**config.mk**
```make
export PLATFORM = sky130hd
export DESIGN_NAME = rx_frame_ctrl_flat
export DESIGN_NICKNAME = d
export VERILOG_FILES = /design/src/rtl/rx_ctrl_pkg.sv /design/src/rtl/rx_frame_ctrl_if.sv /design/src/rtl/rx_desc_fifo.sv /design/src/rtl/rx_frame_ctrl.sv /design/src/flat_wrapper.sv
export SDC_FILE = /design/constraint.sdc
export NUM_CORES = 1
export LEC_CHECK = 0
export CORE_MARGIN = 2
export CORE_UTILIZATION = 45
export DETAILED_ROUTE_END_ITERATION = 7
export PLACE_DENSITY = 0.67
export RECOVER_POWER = 100
export SETUP_SLACK_MARGIN = 0.02
export SYNTH_ARGS = -nofsm -noshare
export SYNTH_HDL_FRONTEND = slang
export SYNTH_SLANG_ARGS = --single-unit
```
**constraint.sdc**
```tcl
create_clock -name clk -period 3.2 [get_ports clk]
set_clock_uncertainty 0.2 [all_clocks]
set_input_delay 0.64 -clock clk [delete_from_list [all_inputs] [get_ports clk]]
set_output_delay 0.64 -clock clk [all_outputs]
set_load 0.1 [all_outputs]
```
**src/rtl/rx_ctrl_pkg.sv**
```systemverilog
// Shared types for the receive frame controller: FSM state encoding,
// error-cause codes and a saturating counter helper.
package rx_ctrl_pkg;

  typedef enum logic [1:0] {
    ST_IDLE = 2'd0,
    ST_RECV = 2'd1,
    ST_DROP = 2'd2
  } rx_state_e;

  typedef enum logic [2:0] {
    CAUSE_NONE    = 3'd0,
    CAUSE_CRC     = 3'd1,
    CAUSE_ABORT   = 3'd2,
    CAUSE_NOSLOT  = 3'd3,
    CAUSE_OVERLEN = 3'd4,
    CAUSE_RUNT    = 3'd5
  } err_cause_e;

  localparam int CNT_W = 8;

  // Increment that sticks at all-ones instead of wrapping.
  function automatic logic [CNT_W-1:0] sat_inc(input logic [CNT_W-1:0] v);
    return (v == {CNT_W{1'b1}}) ? v : v + 1'b1;
  endfunction

endpackage

```
**src/rtl/rx_frame_ctrl_if.sv**
```systemverilog
// Bundle of the deframer inputs, buffer RAM write port, descriptor
// handshake and error counters. slave = controller, master = environment.
interface rx_frame_ctrl_if #(
  parameter int SLOTS      = 4,
  parameter int SLOT_BYTES = 256
);
  localparam int AW = $clog2(SLOTS * SLOT_BYTES);
  localparam int SW = $clog2(SLOTS);
  localparam int LW = $clog2(SLOT_BYTES) + 1;

  logic          byte_strobe;
  logic [7:0]    byte_data;
  logic          frame_complete;
  logic          frame_valid;
  logic          abort;
  logic          no_clock;
  logic          wr_en;
  logic [AW-1:0] wr_addr;
  logic [7:0]    wr_data;
  logic          frame_avail;
  logic [SW-1:0] frame_slot;
  logic [LW-1:0] frame_len;
  logic          frame_ack;
  logic [7:0]    err_crc;
  logic [7:0]    err_abort;
  logic [7:0]    err_drop;

  modport master (
    output byte_strobe, byte_data, frame_complete, frame_valid, abort, no_clock, frame_ack,
    input  wr_en, wr_addr, wr_data, frame_avail, frame_slot, frame_len,
    input  err_crc, err_abort, err_drop
  );

  modport slave (
    input  byte_strobe, byte_data, frame_complete, frame_valid, abort, no_clock, frame_ack,
    output wr_en, wr_addr, wr_data, frame_avail, frame_slot, frame_len,
    output err_crc, err_abort, err_drop
  );

endinterface

```
**src/rtl/rx_desc_fifo.sv**
```systemverilog
// Small synchronous FIFO of committed {slot,len} descriptors. The head
// entry is read combinationally so it stays stable while non-empty.
module rx_desc_fifo #(
  parameter int DEPTH = 4,
  parameter int WIDTH = 11
) (
  input  logic             clk,
  input  logic             reset_n,
  input  logic             push,
  input  logic [WIDTH-1:0] push_data,
  input  logic             pop,
  output logic [WIDTH-1:0] head_data,
  output logic             empty,
  output logic             full
);
  localparam int PW = $clog2(DEPTH);

  logic [WIDTH-1:0] mem_q [DEPTH];
  logic [PW:0]      wr_ptr_q, wr_ptr_d;
  logic [PW:0]      rd_ptr_q, rd_ptr_d;
  logic             do_push, do_pop;

  // Flags, guarded push/pop and pointer advance.
  always_comb begin
    empty     = (wr_ptr_q == rd_ptr_q);
    full      = (wr_ptr_q[PW] != rd_ptr_q[PW]) && (wr_ptr_q[PW-1:0] == rd_ptr_q[PW-1:0]);
    do_push   = push && !full;
    do_pop    = pop && !empty;
    wr_ptr_d  = do_push ? wr_ptr_q + 1'b1 : wr_ptr_q;
    rd_ptr_d  = do_pop ? rd_ptr_q + 1'b1 : rd_ptr_q;
    head_data = empty ? '0 : mem_q[rd_ptr_q[PW-1:0]];
  end

  // Storage write; contents need no reset because pointers gate visibility.
  always_ff @(posedge clk) begin
    if (do_push) mem_q[wr_ptr_q[PW-1:0]] <= push_data;
  end

  // Pointer registers.
  always_ff @(posedge clk) begin
    if (!reset_n) begin
      wr_ptr_q <= '0;
      rd_ptr_q <= '0;
    end else begin
      wr_ptr_q <= wr_ptr_d;
      rd_ptr_q <= rd_ptr_d;
    end
  end

endmodule

```
**src/rtl/rx_frame_ctrl.sv**
```systemverilog
// Receive frame controller: allocates a buffer slot per frame, writes the
// bytes, commits good frames to the descriptor FIFO and counts discards.
module rx_frame_ctrl #(
  parameter int SLOTS      = 4,
  parameter int SLOT_BYTES = 256,
  parameter int MIN_LEN    = 4
) (
  input  logic          clk,
  input  logic          reset_n,
  rx_frame_ctrl_if.slave bus
);
  import rx_ctrl_pkg::*;

  localparam int SW = $clog2(SLOTS);
  localparam int OW = $clog2(SLOT_BYTES);
  localparam int LW = OW + 1;
  localparam int AW = SW + OW;

  rx_state_e     state_q, state_d;
  err_cause_e    drop_cause_q, drop_cause_d;
  err_cause_e    cause;
  logic [SW-1:0] slot_q, slot_d;
  logic [SW-1:0] last_alloc_q, last_alloc_d;
  logic [LW-1:0] len_q, len_d, eff_len;
  logic [SLOTS-1:0] busy_q, busy_d;
  logic          wr_en_q, wr_en_d;
  logic [AW-1:0] wr_addr_q, wr_addr_d;
  logic [7:0]    wr_data_q, wr_data_d;
  logic [7:0]    err_crc_q, err_crc_d, err_abort_q, err_abort_d, err_drop_q, err_drop_d;
  logic          overflow, commit;
  logic          free_found;
  logic [SW-1:0] free_slot, cand;
  logic          fifo_push, fifo_pop, fifo_empty, fifo_full;
  logic [SW+LW-1:0] fifo_head;
  logic [SW-1:0] head_slot;

  // Round-robin allocator: first free slot searching from the last allocated one (inclusive).
  always_comb begin
    free_found = 1'b0;
    free_slot  = last_alloc_q;
    cand       = '0;
    for (int i = 0; i < SLOTS; i++) begin
      cand = last_alloc_q + SW'(i);
      if (!free_found && !busy_q[cand]) begin
        free_found = 1'b1;
        free_slot  = cand;
      end
    end
  end

  // FSM next state, byte write generation and per-frame outcome.
  always_comb begin
    state_d      = state_q;
    slot_d       = slot_q;
    len_d        = len_q;
    last_alloc_d = last_alloc_q;
    drop_cause_d = drop_cause_q;
    wr_en_d      = 1'b0;
    wr_addr_d    = wr_addr_q;
    wr_data_d    = wr_data_q;
    cause        = CAUSE_NONE;
    commit       = 1'b0;
    overflow     = 1'b0;
    eff_len      = len_q;
    if (bus.no_clock) begin
      state_d = ST_IDLE;
      if (state_q != ST_IDLE) cause = CAUSE_ABORT;
    end else begin
      case (state_q)
        ST_IDLE: begin
          // A closing flag or abort arriving with the first byte is treated as idle-line noise.
          if (bus.byte_strobe) begin
            if (free_found) begin
              state_d      = ST_RECV;
              slot_d       = free_slot;
              last_alloc_d = free_slot;
              len_d        = LW'(1);
              wr_en_d      = 1'b1;
              wr_addr_d    = {free_slot, {OW{1'b0}}};
              wr_data_d    = bus.byte_data;
            end else begin
              state_d      = ST_DROP;
              drop_cause_d = CAUSE_NOSLOT;
            end
          end
        end
        ST_RECV: begin
          // A byte arriving with the closing flag is counted before the decision.
          if (bus.byte_strobe) begin
            if (len_q == LW'(SLOT_BYTES)) begin
              overflow = 1'b1;
            end else begin
              wr_en_d   = 1'b1;
              wr_addr_d = {slot_q, len_q[OW-1:0]};
              wr_data_d = bus.byte_data;
              eff_len   = len_q + LW'(1);
            end
          end
          len_d = eff_len;
          if (bus.abort) begin
            state_d = ST_IDLE;
            cause   = CAUSE_ABORT;
          end else if (bus.frame_complete) begin
            state_d = ST_IDLE;
            if (overflow)                       cause  = CAUSE_OVERLEN;
            else if (!bus.frame_valid)          cause  = CAUSE_CRC;
            else if (eff_len < LW'(MIN_LEN))    cause  = CAUSE_RUNT;
            else                                commit = 1'b1;
          end else if (overflow) begin
            state_d      = ST_DROP;
            drop_cause_d = CAUSE_OVERLEN;
          end
        end
        ST_DROP: begin
          if (bus.abort) begin
            state_d = ST_IDLE;
            cause   = CAUSE_ABORT;
          end else if (bus.frame_complete) begin
            state_d = ST_IDLE;
            cause   = drop_cause_q;
          end
        end
        default: state_d = ST_IDLE;
      endcase
    end
  end

  // Slot-busy bitmap: set on commit, cleared when the host acks the head descriptor.
  always_comb begin
    head_slot = fifo_head[SW+LW-1:LW];
    fifo_push = commit && !fifo_full;
    fifo_pop  = bus.frame_ack && !fifo_empty;
    busy_d    = busy_q;
    if (fifo_push) busy_d[slot_q] = 1'b1;
    if (fifo_pop)  busy_d[head_slot] = 1'b0;
  end

  // Saturating error counters driven by the per-frame discard cause.
  always_comb begin
    err_crc_d   = (cause == CAUSE_CRC) ? sat_inc(err_crc_q) : err_crc_q;
    err_abort_d = (cause == CAUSE_ABORT) ? sat_inc(err_abort_q) : err_abort_q;
    err_drop_d  = (cause == CAUSE_NOSLOT || cause == CAUSE_OVERLEN || cause == CAUSE_RUNT)
                  ? sat_inc(err_drop_q) : err_drop_q;
  end

  // State, datapath and counter registers.
  always_ff @(posedge clk) begin
    if (!reset_n) begin
      state_q      <= ST_IDLE;
      drop_cause_q <= CAUSE_NONE;
      slot_q       <= '0;
      last_alloc_q <= '0;
      len_q        <= '0;
      busy_q       <= '0;
      wr_en_q      <= 1'b0;
      wr_addr_q    <= '0;
      wr_data_q    <= '0;
      err_crc_q    <= '0;
      err_abort_q  <= '0;
      err_drop_q   <= '0;
    end else begin
      state_q      <= state_d;
      drop_cause_q <= drop_cause_d;
      slot_q       <= slot_d;
      last_alloc_q <= last_alloc_d;
      len_q        <= len_d;
      busy_q       <= busy_d;
      wr_en_q      <= wr_en_d;
      wr_addr_q    <= wr_addr_d;
      wr_data_q    <= wr_data_d;
      err_crc_q    <= err_crc_d;
      err_abort_q  <= err_abort_d;
      err_drop_q   <= err_drop_d;
    end
  end

  rx_desc_fifo #(
    .DEPTH(SLOTS),
    .WIDTH(SW + LW)
  ) u_desc_fifo (
    .clk      (clk),
    .reset_n  (reset_n),
    .push     (fifo_push),
    .push_data({slot_q, eff_len}),
    .pop      (fifo_pop),
    .head_data(fifo_head),
    .empty    (fifo_empty),
    .full     (fifo_full)
  );

  assign bus.wr_en       = wr_en_q;
  assign bus.wr_addr     = wr_addr_q;
  assign bus.wr_data     = wr_data_q;
  assign bus.frame_avail = !fifo_empty;
  assign bus.frame_slot  = head_slot;
  assign bus.frame_len   = fifo_head[LW-1:0];
  assign bus.err_crc     = err_crc_q;
  assign bus.err_abort   = err_abort_q;
  assign bus.err_drop    = err_drop_q;

endmodule

```
**src/flat_wrapper.sv**
```systemverilog
// flat-port wrapper written by rule: the top's interface ports become plain ports
module rx_frame_ctrl_flat import rx_ctrl_pkg::*;
#(
  parameter int SLOTS      = 4,
  parameter int SLOT_BYTES = 256,
  parameter int MIN_LEN    = 4
)
  (clk, reset_n, bus_byte_strobe, bus_byte_data, bus_frame_complete, bus_frame_valid, bus_abort, bus_no_clock, bus_frame_ack, bus_wr_en, bus_wr_addr, bus_wr_data, bus_frame_avail, bus_frame_slot, bus_frame_len, bus_err_crc, bus_err_abort, bus_err_drop);
  rx_frame_ctrl_if #(.SLOTS(SLOTS), .SLOT_BYTES(SLOT_BYTES)) bus_i ();
  input  logic clk;
  input  logic reset_n;
  input wire logic [$bits(bus_i.byte_strobe)-1:0] bus_byte_strobe;
  input wire logic [$bits(bus_i.byte_data)-1:0] bus_byte_data;
  input wire logic [$bits(bus_i.frame_complete)-1:0] bus_frame_complete;
  input wire logic [$bits(bus_i.frame_valid)-1:0] bus_frame_valid;
  input wire logic [$bits(bus_i.abort)-1:0] bus_abort;
  input wire logic [$bits(bus_i.no_clock)-1:0] bus_no_clock;
  input wire logic [$bits(bus_i.frame_ack)-1:0] bus_frame_ack;
  output wire logic [$bits(bus_i.wr_en)-1:0] bus_wr_en;
  output wire logic [$bits(bus_i.wr_addr)-1:0] bus_wr_addr;
  output wire logic [$bits(bus_i.wr_data)-1:0] bus_wr_data;
  output wire logic [$bits(bus_i.frame_avail)-1:0] bus_frame_avail;
  output wire logic [$bits(bus_i.frame_slot)-1:0] bus_frame_slot;
  output wire logic [$bits(bus_i.frame_len)-1:0] bus_frame_len;
  output wire logic [$bits(bus_i.err_crc)-1:0] bus_err_crc;
  output wire logic [$bits(bus_i.err_abort)-1:0] bus_err_abort;
  output wire logic [$bits(bus_i.err_drop)-1:0] bus_err_drop;
  assign bus_i.byte_strobe = bus_byte_strobe;
  assign bus_i.byte_data = bus_byte_data;
  assign bus_i.frame_complete = bus_frame_complete;
  assign bus_i.frame_valid = bus_frame_valid;
  assign bus_i.abort = bus_abort;
  assign bus_i.no_clock = bus_no_clock;
  assign bus_i.frame_ack = bus_frame_ack;
  assign bus_wr_en = bus_i.wr_en;
  assign bus_wr_addr = bus_i.wr_addr;
  assign bus_wr_data = bus_i.wr_data;
  assign bus_frame_avail = bus_i.frame_avail;
  assign bus_frame_slot = bus_i.frame_slot;
  assign bus_frame_len = bus_i.frame_len;
  assign bus_err_crc = bus_i.err_crc;
  assign bus_err_abort = bus_i.err_abort;
  assign bus_err_drop = bus_i.err_drop;
  rx_frame_ctrl #(.SLOTS(SLOTS), .SLOT_BYTES(SLOT_BYTES), .MIN_LEN(MIN_LEN)) u_core (.clk(clk), .reset_n(reset_n), .bus(bus_i));
endmodule
```
==> flow_results.org, run 1 <==
** Status
- The flow ran to the end, and the final reports show no timing, DRC or antenna violations.

** Floorplan
- After floorplanning, the core was divided into 41 placement rows.
- Y dimension of the die :: 117 µm
- The initial utilization of the core area, before any placement, comes to 45.6%.
- The die covers 13600 µm².
- Number of ports placed on the die boundary :: 71
- In this run the horizontal extent of the chip is 117 µm.
- In this run the standard cell core region covers 12500 µm².

** Clocking
- After clock tree synthesis, the repair step resized 0 gates.
- Root buffer cell :: sky130_fd_sc_hd__clkbuf_16
- The later pin in the worst-skew pair is clocked with a latency of 0.41 ns.
- No sink is reached through more buffers than the 2 on the longest clock path.
- Clock slew at reported path FFs :: 0.05 ns
- The H-tree generated during clock tree synthesis spans 4 levels.
- In this run the post-CTS setup repair buffer count came out at 0.
- TritonCTS built the clock tree.
- The number of clock buffers added by TritonCTS is 17.
- Clock tree sinks :: 114
- Hold repair after CTS inserted 0 buffers.

** Timing
- Static timing analysis puts the maximum clock frequency at 0.335 GHz.
- Setup WS post-layout :: 0.214 ns
- Post-route minimum period :: 2.99 ns
- Final worst path period share :: 93.3%
- Adding up every negative setup slack in the final design gives 0 ns.
- Worst Tran Pin Value :: 1.18 ns
- Final hold analysis gives a worst-case slack of 0.250 ns.
- Setup repair after global routing left no endpoint under its margin.
- Setup violations remaining at the end of the flow were counted as 0.
- The number of pins with negative max-slew slack in the final report is 0.
- The worst pin sits at a relative slew slack of 21.4%.
- The final hold violation count was 0.

** Yosys
- Synthesized instance count :: 566
- The mapped netlist covers 5710 µm².
- The number of different library cells used by synthesis comes to 63.
- In the synthesized netlist the dominant register cell turns out to be sky130_fd_sc_hd__dfxtp_1.
- The synthesized design spends more area on one cell type than any other, namely sky130_fd_sc_hd__dfxtp_1.
- Yosys warns :: 0
- Number of enable-type register cells in the synthesized netlist :: 44
- Proportion of netlist area held by the largest area contributor :: 24.6%
- Part of the Yosys area used for sequential elements :: 47.7%
- Counting flops with an async set or reset pin after synthesis yields a share of 0%.
- In this run the mean area of a mapped cell was 10.1 µm².
- Synthesized flop and latch total :: 114
- Synthesized net count :: 599
- Ranked by total cell area, the synthesized netlist is headed by sky130_fd_sc_hd__dfxtp_1 (25%), sky130_fd_sc_hd__edfxtp_1 (23%), sky130_fd_sc_hd__mux4_2 (5.1%).

** Layout
- Leaving out filler cells and counting taps, the final layout contains 837.
- Number of fillers in the final layout :: 1158
- Area delta synth->final :: 22.5%
- In the final design database the tool counted 685 nets.
- Number of antenna repair diodes :: 0
- Of the cells placed in the final design, the portion with a size suffix greater than 1 is 16.1%.

** Setup path
- On the critical path the largest part of the delay comes from compound AO/OA/AOI/OAI gates.
- CP max-delay cell :: sky130_fd_sc_hd__a21oi_1
- Capturing element type of the critical path :: flop
- Cell with the most instances on the worst path :: sky130_fd_sc_hd__buf_4
- The critical path is of the in -> reg type.
- Of all nets on the critical path, the largest fanout is 11.
- The worst setup path is launched from an input pin.
- Largest stage delay, worst path :: 0.69 ns
- The critical path contains buffers and inverters numbering 3 combined.
- For the worst setup path, the data required time is 3.28 ns.
- At the worst endpoint, the arrival time is 3.07 ns.
- Walking the worst path, the cells encountered are clkdlybuf4s50_1 -> nand4_1 -> nor2_2 -> xor2_2 -> buf_4 -> buf_4 -> nor3_1 -> a21oi_1 -> o31ai_1 -> mux2i_1.

** Power and ir drop
- After layout, the design draws a total of 3.55 mW.
- Net Switching :: 0.841 mW
- Portion of total power attributed to combinational logic :: 5.5%
- Dividing total power by cell area gives a power density of 509 nW/µm².
- Sequential fraction of design power :: 42.7%
- In this run switching power makes up 23.7% of total power.
- Leak pwr :: 2.48 nW
- Internal Dissipation :: 2.71 mW
- Highest ir drop seen on vdd :: 0.317 mV
- The clock network burns 51.8% of the power.

** Routing
- Routed wire length :: 12.8 mm
- Vias per std cell :: 5.35
- For this block, the via count after detailed routing is 4479.
- After detailed routing, the average wire length per cell comes to 15.3 µm.
- Violation count after the first detailed-routing iteration :: 232
- After detailed routing, the number of remaining DRC violations is 0.
- Once detail routing completed, the nets flagged for antenna violations numbered 0.
- The first detailed-routing pass ran for 4 iterations.

** Place
- The wire-length estimate of the detail-placed layout is 8.89 mm.
- PortBufs :: 70
- The number of placed instances, taps included, is 805.
- Placer's final routability congestion estimate :: 0.821
- Setup slack after placement :: -0.189 ns

** Run
- Number of max-capacitance violations reported :: 0

** Global routing
- The via count of the first global-routing pass came to 4278.
- Number of antenna violations at the first check in global routing :: 0
- The first global-routing pass estimated 21.1 mm of wire.
- For this run the aggregate overflow at the end of global routing stands at 0.
- Across every metal layer, demand over resource in global routing totals 20.1%.
- Entering global routing, the biggest net connects 36 pins.

** Hold path
- Min-Delay Path Class :: reg -> reg
## state kept, by name (all words and copies together), names as in the netlist, named ones only
| name | flops |
|---|---|
| u_core.bus.wr_addr | 10 |
| u_core.u_desc_fifo.wr_ptr_q | 3 |
| u_core.u_desc_fifo.rd_ptr_q | 3 |
| u_core.bus.err_crc | 8 |
| u_core.bus.wr_data | 8 |
| u_core.u_desc_fifo.mem_q | 44 |
| u_core.slot_q | 2 |
| u_core.len_q | 9 |
| u_core.bus.wr_en | 1 |
| u_core.bus.err_abort | 8 |
| u_core.drop_cause_q | 2 |
| u_core.bus.err_drop | 8 |
| u_core.state_q | 2 |
| u_core.busy_q | 4 |
## synthesized netlist by cell type, types with 2 or more instances
master                       n
sky130_fd_sc_hd__a31oi_1     2
sky130_fd_sc_hd__nor4_1      7
sky130_fd_sc_hd__edfxtp_1   44
sky130_fd_sc_hd__a211oi_1    6
sky130_fd_sc_hd__ha_1       17
sky130_fd_sc_hd__and4_1      4
sky130_fd_sc_hd__o21ai_2     3
sky130_fd_sc_hd__o31ai_1     4
sky130_fd_sc_hd__a21oi_1    33
sky130_fd_sc_hd__nand2b_1   17
sky130_fd_sc_hd__a21boi_0    4
sky130_fd_sc_hd__a21o_1      3
sky130_fd_sc_hd__o21ai_0    12
sky130_fd_sc_hd__nor3_1     13
sky130_fd_sc_hd__nand2_1    72
sky130_fd_sc_hd__a22oi_1     9
sky130_fd_sc_hd__nand3b_1    2
sky130_fd_sc_hd__and3_1      4
sky130_fd_sc_hd__clkbuf_1   21
sky130_fd_sc_hd__a221oi_1    2
sky130_fd_sc_hd__nor2_1     47
sky130_fd_sc_hd__a2111oi_4   3
sky130_fd_sc_hd__nor2b_1    16
sky130_fd_sc_hd__nand4_1     9
sky130_fd_sc_hd__a22o_1      2
sky130_fd_sc_hd__inv_1      19
sky130_fd_sc_hd__buf_2       6
sky130_fd_sc_hd__nand3_1    18
sky130_fd_sc_hd__or4_1       3
sky130_fd_sc_hd__mux4_2     13
sky130_fd_sc_hd__or3_1       2
sky130_fd_sc_hd__and2_1      8
sky130_fd_sc_hd__dfxtp_1    70
sky130_fd_sc_hd__buf_4       2
sky130_fd_sc_hd__buf_1       2
sky130_fd_sc_hd__o21a_1      2
sky130_fd_sc_hd__mux2i_1    16
sky130_fd_sc_hd__xor2_1     14
sky130_fd_sc_hd__xnor2_1    11
## cells in the final DEF (no fill, tap or decap), types with 3 or more instances in the layout
master / count
sky130_fd_sc_hd__mux4_2: 13
sky130_fd_sc_hd__or4_1: 3
sky130_fd_sc_hd__o21ai_0: 13
sky130_fd_sc_hd__a211oi_1: 6
sky130_fd_sc_hd__nor4_1: 7
sky130_fd_sc_hd__clkbuf_16: 17
sky130_fd_sc_hd__ha_1: 17
sky130_fd_sc_hd__a2111oi_4: 3
sky130_fd_sc_hd__nand4_1: 10
sky130_fd_sc_hd__clkbuf_4: 8
sky130_fd_sc_hd__a21boi_0: 4
sky130_fd_sc_hd__dfxtp_1: 70
sky130_fd_sc_hd__nor2b_2: 9
sky130_fd_sc_hd__mux2i_1: 16
sky130_fd_sc_hd__xor2_1: 14
sky130_fd_sc_hd__and4_1: 4
sky130_fd_sc_hd__buf_4: 22
sky130_fd_sc_hd__a21oi_1: 33
sky130_fd_sc_hd__inv_1: 19
sky130_fd_sc_hd__nor2b_1: 7
sky130_fd_sc_hd__o31ai_1: 4
sky130_fd_sc_hd__nand2b_1: 17
sky130_fd_sc_hd__nand2_1: 72
sky130_fd_sc_hd__clkbuf_2: 3
sky130_fd_sc_hd__xnor2_1: 11
sky130_fd_sc_hd__a22oi_1: 9
sky130_fd_sc_hd__a21o_1: 3
sky130_fd_sc_hd__nor2_1: 47
sky130_fd_sc_hd__and2_1: 5
sky130_fd_sc_hd__clkinv_2: 3
sky130_fd_sc_hd__and3_1: 4
sky130_fd_sc_hd__clkdlybuf4s50_1: 14
sky130_fd_sc_hd__nor3_1: 13
sky130_fd_sc_hd__and2_0: 3
sky130_fd_sc_hd__clkbuf_1: 48
sky130_fd_sc_hd__inv_6: 5
sky130_fd_sc_hd__nand3_1: 18
sky130_fd_sc_hd__edfxtp_1: 44
## through the flow
stage,instance area (µm²),util [%]
after CTS,7230,57.8
after global placement,6650,53.2
after detailed placement,6650,53.2
after global routing,6990,55.8
after floorplan,5730,-
final,6990,55.8
## cell families after synthesis
logic type,Yosys count,synth area share (%)
buffers and inverters,53,3.90
AND/OR/NAND/NOR,232,20.5
multiplexers,30,8.14
XOR/XNOR,26,4.12
flip-flops,114,47.7
AO/OA/AOI/OAI,94,11.9
adder cells (fa/ha/maj),17,3.73
## power groups by stage
stage / Clock, mW / Combinational (mW) / Sequential [mW]
2_1_floorplan: 0 / 0.0806 / 1.61
3_3_place_gp: 0 / 0.200 / 1.55
3_5_place_dp: 0 / 0.203 / 1.55
4_1_cts: 1.87 / 0.204 / 1.52
5_1_grt: 1.94 / 0.211 / 1.52
6_report: 1.84 / 0.194 / 1.52
## metal layers
| metal | part of all wire, % | track usage, % | up-vias |
|---|---|---|---|
| met5 | 0 | 0 | - |
| li1 | - | - | 2196 |
| met1 | 45 | 25.2 | 2160 |
| met4 | 1.9 | 7.84 | 0 |
| met3 | 3.8 | 5.09 | 19 |
| met2 | 49 | 33.6 | 104 |
## area by class of cell
class,count,area (µm²),area share (%)
clock buffers,17,425,6.09
clock inverters,15,155,2.22
inverters,20,75.1,1.07
multi-input cells,399,2770,39.7
flip-flops and latches,114,2720,39.0
well taps,172,215,3.08
repair buffers,100,621,8.88
## worst min-delay path: stages, from the launching register on
cell and delay, ns:
sky130_fd_sc_hd__dfxtp_1 0.31, sky130_fd_sc_hd__inv_1 0.05, sky130_fd_sc_hd__a21oi_1 0.05
## path summary, 6_finish.rpt
check | from | to | slack, ns | cells past startpoint
worst max register to register | u_core.len_q[0] | u_core.bus.err_drop[6] | 0.27 | 10
worst min register to register | u_core.drop_cause_q[2] | u_core.drop_cause_q[2] | 0.25 | 2
worst min-delay path | u_core.drop_cause_q[2] | u_core.drop_cause_q[2] | 0.25 | 2
worst max-delay path | bus_byte_strobe | u_core.bus.err_drop[6] | 0.21 | 10
No activity file was read; power rests on OpenSTA's default activity.
==> run 2: changes to the inputs <==
--- a/config.mk
+++ b/config.mk
@@ -11,6 +11,7 @@
 export PLACE_DENSITY = 0.67
 export RECOVER_POWER = 100
 export SETUP_SLACK_MARGIN = 0.02
+export SKIP_CTS_REPAIR_TIMING = 1
 export SYNTH_ARGS = -nofsm -noshare
 export SYNTH_HDL_FRONTEND = slang
 export SYNTH_SLANG_ARGS = --single-unit
==> results of run 2 <==
No change in the layout: final DEF, timing and power equal those of run 1.
